File: src/rtl/riscv_defs.sv
// Shared CPU/prefetch definitions: reset vector, fetch alignment and the
// prefetch FSM state encoding, so the core and the prefetcher agree.
package riscv_defs;

    localparam logic [15:0] RESET_PC_DEFAULT = 16'h4000;
    localparam logic [15:0] FETCH_ALIGN_MASK = 16'hfffc;
    localparam int          FETCH_ENTRY_W    = 48;

    typedef enum logic {
        PF_REQUEST = 1'b0,
        PF_CAPTURE = 1'b1
    } pf_state_t;

    // Sequential word fetch; wraps modulo 2^16.
    function automatic logic [15:0] next_fetch_pc(input logic [15:0] pc);
        return pc + 16'd4;
    endfunction

endpackage

File: src/rtl/fetch_fifo.sv
// Synchronous FIFO holding {pc, instruction} entries for the prefetcher.
// Flush and reset empty it in one cycle; stored data is never cleared since
// the pointers alone decide what is visible.
module fetch_fifo #(
    parameter int DEPTH = 4,
    parameter int WIDTH = 48
) (
    input  logic                     clk,
    input  logic                     reset,
    input  logic                     i_flush,
    input  logic                     i_push,
    input  logic [WIDTH-1:0]         i_push_data,
    input  logic                     i_pop,
    output logic [WIDTH-1:0]         o_head,
    output logic [$clog2(DEPTH):0]   o_count
);

    localparam int PTR_W = $clog2(DEPTH);
    localparam int CNT_W = PTR_W + 1;

    logic [WIDTH-1:0] r_mem [DEPTH];
    logic [PTR_W-1:0] r_wr_ptr;
    logic [PTR_W-1:0] r_rd_ptr;
    logic [CNT_W-1:0] r_count;

    // Storage write; a discarded push is harmless because the pointers reset.
    always_ff @(posedge clk) begin
        if (i_push) begin
            r_mem[r_wr_ptr] <= i_push_data;
        end
    end

    // Pointer and occupancy tracking; reset and flush empty the queue.
    always_ff @(posedge clk) begin
        if (reset || i_flush) begin
            r_wr_ptr <= '0;
            r_rd_ptr <= '0;
            r_count  <= '0;
        end else begin
            if (i_push) begin
                r_wr_ptr <= r_wr_ptr + PTR_W'(1);
            end
            if (i_pop) begin
                r_rd_ptr <= r_rd_ptr + PTR_W'(1);
            end
            case ({i_push, i_pop})
                2'b10:   r_count <= r_count + CNT_W'(1);
                2'b01:   r_count <= r_count - CNT_W'(1);
                default: r_count <= r_count;
            endcase
        end
    end

    assign o_head  = r_mem[r_rd_ptr];
    assign o_count = r_count;

endmodule

File: src/rtl/instruction_prefetch.sv
// Instruction prefetcher: a two-state request/capture FSM that fetches one
// word every two cycles into a small FIFO, with flush redirecting the stream.
module instruction_prefetch
    import riscv_defs::*;
#(
    parameter int          DEPTH    = 4,
    parameter logic [15:0] RESET_PC = RESET_PC_DEFAULT
) (
    input  logic        clk,
    input  logic        reset,
    input  logic        flush,
    input  logic [15:0] flush_address,
    input  logic        mem_hold,
    output logic [15:0] mem_address,
    output logic        mem_bus_enable,
    input  logic [31:0] mem_read,
    output logic        instr_valid,
    output logic [31:0] instr,
    output logic [15:0] instr_pc,
    input  logic        instr_ready
);

    localparam int                CNT_W      = $clog2(DEPTH) + 1;
    localparam logic [CNT_W-1:0] FULL_COUNT = CNT_W'(DEPTH);

    pf_state_t                r_state;
    pf_state_t                w_state_next;
    logic                     r_bus_en;
    logic                     w_bus_en_next;
    logic [15:0]              r_mem_addr;
    logic [15:0]              w_mem_addr_next;
    logic [15:0]              r_fetch_pc;
    logic [15:0]              w_fetch_pc_next;
    logic                     w_push;
    logic                     w_pop;
    logic [CNT_W-1:0]         w_count;
    logic [FETCH_ENTRY_W-1:0] w_head;

    // State, bus strobe, bus address and fetch PC registers.
    always_ff @(posedge clk) begin
        if (reset) begin
            r_state    <= PF_REQUEST;
            r_bus_en   <= 1'b0;
            r_mem_addr <= RESET_PC;
            r_fetch_pc <= RESET_PC;
        end else begin
            r_state    <= w_state_next;
            r_bus_en   <= w_bus_en_next;
            r_mem_addr <= w_mem_addr_next;
            r_fetch_pc <= w_fetch_pc_next;
        end
    end

    // Next-state logic: issue when there is room, capture the response the
    // cycle after; a flush redirects and drops whatever is in flight.
    always_comb begin
        w_state_next    = r_state;
        w_bus_en_next   = 1'b0;
        w_mem_addr_next = r_mem_addr;
        w_fetch_pc_next = r_fetch_pc;
        w_push          = 1'b0;
        if (flush) begin
            w_state_next    = PF_REQUEST;
            w_fetch_pc_next = flush_address & FETCH_ALIGN_MASK;
        end else begin
            case (r_state)
                PF_REQUEST: begin
                    // No slot is reserved for the in-flight word: with at most
                    // one outstanding request, count < DEPTH guarantees room.
                    if (!mem_hold && (w_count < FULL_COUNT)) begin
                        w_bus_en_next   = 1'b1;
                        w_mem_addr_next = r_fetch_pc;
                        w_state_next    = PF_CAPTURE;
                    end
                end
                PF_CAPTURE: begin
                    w_push          = 1'b1;
                    w_fetch_pc_next = next_fetch_pc(r_fetch_pc);
                    w_state_next    = PF_REQUEST;
                end
                default: begin
                    w_state_next = PF_REQUEST;
                end
            endcase
        end
    end

    assign w_pop = instr_valid & instr_ready;

    fetch_fifo #(
        .DEPTH (DEPTH),
        .WIDTH (FETCH_ENTRY_W)
    ) u_fetch_fifo (
        .clk         (clk),
        .reset       (reset),
        .i_flush     (flush),
        .i_push      (w_push),
        .i_push_data ({r_fetch_pc, mem_read}),
        .i_pop       (w_pop),
        .o_head      (w_head),
        .o_count     (w_count)
    );

    assign mem_address    = r_mem_addr;
    assign mem_bus_enable = r_bus_en;
    assign instr_valid    = (w_count != '0);
    assign instr          = w_head[31:0];
    assign instr_pc       = w_head[47:32];

endmodule

File: config.mk
export PLATFORM = sky130hd
export DESIGN_NAME = instruction_prefetch
export DESIGN_NICKNAME = d
export VERILOG_FILES = /design/src/rtl/riscv_defs.sv /design/src/rtl/fetch_fifo.sv /design/src/rtl/instruction_prefetch.sv
export SDC_FILE = /design/constraint.sdc
export NUM_CORES = 1
export LEC_CHECK = 0
export BUFFER_PORTS_ARGS = -buffer_cell sky130_fd_sc_hd__buf_2
export CAP_MARGIN = 25
export CORE_AREA = 2 2 122 124
export DETAILED_ROUTE_END_ITERATION = 10
export DIE_AREA = 0 0 124 126
export PLACE_DENSITY_LB_ADDON = 0.08
export SLEW_MARGIN = 20
export SYNTH_ARGS = -nofsm -noshare
export SYNTH_HDL_FRONTEND = slang
export SYNTH_SLANG_ARGS = --single-unit
File: constraint.sdc
create_clock -name clk -period 6.1 [get_ports clk]
set_input_delay 0.61 -clock clk [delete_from_list [all_inputs] [get_ports clk]]
set_output_delay 0.61 -clock clk [all_outputs]
set_load 0.01 [all_outputs]
==> run metrics <==
run status=complete, no violations; DRC=0; actual transition at the worst max-transition pin=728 ps; unrepaired setup endpoints after global routing=no; drt pass-1 iters=5; ratio of cells with drive above 1 in the final layout=35.2%; Setup Crit Path Kind=flop to primary output; TritonCTS clock tree=built; clock-pin transition on the worst setup and hold timing paths=60 ps; wire length per cell after detailed routing=19.0 microns; internal power consumption=2450 uW; worst supply voltage drop on vdd=0.000187 V; area delta synth->final=16.9%; minimum period implied by the final worst setup slack=2760 ps; die outline area=15600 sq um; startpoint of the worst-slack reg-to-reg timing path=r_state$_SDFF_PP0_; remaining antenna violation count=0; worst-case hold slack=341 ps; post-CTS setup repair buffer count=0; family with the most delay on the worst path=flip-flops; Core Footprint=14300 sq um; post-route fraction of the period consumed by the critical path=45.2%; sequential fraction of the synthesis area=75.1%; skew final=6.41 ps; total negative setup slack=0 ps; post-synthesis area per instance=18.7 sq um; number of placed I/O pins=119; I/O Buffers=112; effective utilization at floorplan=58.5%; reported net switching power=567 uW; placed wire-length estimate=8.39 mm; global router's overall resource usage=19.0%; total via count after detailed routing=4257; Placed Instance Area=9070 sq um; number of register bits inferred by synthesis=222; worst reg-to-reg setup slack=3970 ps; TritonCTS Buffers=21; data arrival time of the worst path=2150 ps; Crit. End Element=primary output; portion of total power attributed to combinational logic=2.7%; sequential share of power=55.6%; number of design-rule violations left by the first detailed-router iteration=327; Slew Viols, Final=0; launching element type of the critical path=flop; Highest Clock Rate=0.363 GHz; synthesized instance count=447; gp weighted congestion=0.748; post-cts repair resize count=0; Clk Tree Root Cell=sky130_fd_sc_hd__clkbuf_16; number of buffers on the longest clock path=3; Netlist cell types=36; gr ovfl total=0; total non-filler cell area in the finished layout=9790 sq um; number of nets at the end of the flow=625; Routed WL=14.5 mm; final worst slack=3340 ps; initial antenna violation count=0; Tightest Hold Check Type=primary input to flop; endpoints failing setup=0; CP max FO=25; vias in the first global route=4380; worst-case headroom to the max-slew limit=51.1%; critical path's largest stage delay=650 ps; Util after Layout=68.4%; H-tree depth reported by CTS=1; Skew-Pair Late Insertion Delay=480 ps; Buffers & Inverters on Critical Path=2; Leak=0.00332 uW; pre-CTS setup slack=3640 ps; Cell Pwr Density=308 nW/um^2; Cell Chain, Critical Path=buf_12, mux4_2, buf_2; quantity of hold-fixing buffers added after cts=0; Core Rows=44; hold path startpoint=mem_read[23]; global-route wire length before repair=22.6 mm; Slowest cell on crit path=sky130_fd_sc_hd__dfxtp_4; Hold Fails Final Rpt=0; data required time at the worst endpoint=5490 ps; max-cap viol count=0; number of clock sinks seen by CTS=222; Die Height=126 microns; proportion of power drawn by the clock network=41.7%; detailed-route vias per instance=5.58; horizontal die dimension=124 microns; total standard cell area after synthesis=8370 sq um; fraction of power spent switching nets=18.8%; n_diodes=0; number of warnings reported in the yosys synthesis log=0; largest net degree at the start of global routing=47
routing by layer:
metal	GRT usage, %	part of all wire (%)	up-vias
li1	-	-	1971
met1	27.1	43	2136
met2	30.8	49	134
met3	3.85	6.4	16
met4	4.03	1.0	0
met5	0	0	-
registers in the layout, indices dropped and copies added, names as in the netlist, named ones only:
signal / flops
u_fetch_fifo.r_mem: 184
u_fetch_fifo.r_wr_ptr: 2
mem_address: 14
u_fetch_fifo.o_count: 3
r_fetch_pc: 14
r_state: 1
u_fetch_fifo.r_rd_ptr: 2
synth_stat cells:
library cell | number | area [sq um]
sky130_fd_sc_hd__a21oi_1 | 20 | 100
sky130_fd_sc_hd__inv_1 | 7 | 26.3
sky130_fd_sc_hd__buf_2 | 7 | 35.0
sky130_fd_sc_hd__dfxtp_1 | 38 | 761
sky130_fd_sc_hd__ha_1 | 6 | 75.1
sky130_fd_sc_hd__mux2i_1 | 2 | 20.0
sky130_fd_sc_hd__a311oi_1 | 2 | 17.5
sky130_fd_sc_hd__xnor2_1 | 6 | 52.6
sky130_fd_sc_hd__o31a_1 | 1 | 8.76
sky130_fd_sc_hd__or2_2 | 1 | 6.26
sky130_fd_sc_hd__xor2_1 | 10 | 87.6
sky130_fd_sc_hd__nand3_1 | 2 | 10.0
sky130_fd_sc_hd__a211oi_1 | 6 | 45.0
sky130_fd_sc_hd__clkbuf_8 | 2 | 27.5
sky130_fd_sc_hd__or4_1 | 1 | 7.51
sky130_fd_sc_hd__or3_1 | 4 | 25.0
sky130_fd_sc_hd__nand3b_1 | 1 | 7.51
sky130_fd_sc_hd__buf_4 | 4 | 30.0
sky130_fd_sc_hd__and3_1 | 1 | 6.26
sky130_fd_sc_hd__nand3_4 | 1 | 17.5
sky130_fd_sc_hd__nor4_2 | 1 | 12.5
sky130_fd_sc_hd__conb_1 | 1 | 3.75
sky130_fd_sc_hd__a2bb2oi_1 | 1 | 8.76
sky130_fd_sc_hd__nor2b_1 | 1 | 6.26
sky130_fd_sc_hd__nand4_1 | 8 | 50.1
sky130_fd_sc_hd__and3_2 | 1 | 7.51
sky130_fd_sc_hd__mux4_2 | 46 | 1040
sky130_fd_sc_hd__edfxtp_1 | 184 | 5530
sky130_fd_sc_hd__clkbuf_1 | 12 | 45.0
sky130_fd_sc_hd__buf_6 | 1 | 11.3
sky130_fd_sc_hd__and2_1 | 5 | 31.3
sky130_fd_sc_hd__nor2_1 | 20 | 75.1
sky130_fd_sc_hd__o21ai_0 | 3 | 15.0
sky130_fd_sc_hd__nand2_1 | 38 | 143
sky130_fd_sc_hd__and4_1 | 2 | 17.5
sky130_fd_sc_hd__fa_1 | 1 | 20.0
cell families (layout without fill, tap and decap cells):
logic type | Yosys count | after routing | synth area share, %
other cells | 1 | 4 | 0.0448
flops | 222 | 222 | 75.1
compound gates | 33 | 33 | 2.33
mux | 48 | 48 | 12.6
buf+inv | 33 | 162 | 2.09
fa+ha+maj | 7 | 7 | 1.14
xor+xnor | 16 | 16 | 1.67
simple gates | 87 | 87 | 5.05
power groups by stage:
stage	sequential, uW	combinational (uW)	clock (uW)
after floorplan	1700	44.3	0
after global placement	1710	77.2	0
after detailed placement	1710	81.1	0
after CTS	1680	81.4	1290
after global routing	1680	90.5	1350
final	1680	81.8	1260
per-stage QoR:
step / instances / power, uW
2_1_floorplan: 450 / 1750
3_3_place_gp: 725 / 1780
3_5_place_dp: 725 / 1790
4_1_cts: 762 / 3050
5_1_grt: 763 / 3120
6_report: 763 / 3010
path summary, 6_finish.rpt:
| check | end | cells past startpoint |
|---|---|---|
| worst max-delay path | instr_pc[2] | 3 |
| worst min-delay path | u_fetch_fifo.r_mem[1][23]$_DFFE_PP_ | 1 |
| worst max register to register | u_fetch_fifo.r_mem[0][3]$_DFFE_PP_ | 3 |
| worst min register to register | mem_address[15]$_SDFFE_PP0P_ | 2 |
layout by cell type, fill, tap and decap left out, drive strengths merged, types with 3 or more instances in the layout:
cell	instances
mux4	46
xnor2	6
ha	6
inv	7
a21oi	20
dfxtp	38
o21ai	3
nor2	20
nand2	38
nand3	3
buf	118
clkinv	3
nand4	8
conb	4
and2	5
or3	4
edfxtp	184
xor2	10
a211oi	6
clkbuf	34
area by class of cell:
cell class | instances | area [sq um]
Clock buffer | 34 | 677
Clock inverter | 3 | 12.5
Fill cell | 965 | 4520
Inverter | 7 | 26.3
Multi-Input combinational cell | 195 | 1940
Sequential cell | 222 | 6290
Tap cell | 184 | 230
Timing Repair Buffer | 118 | 618
(Power assumes the default switching activity.)
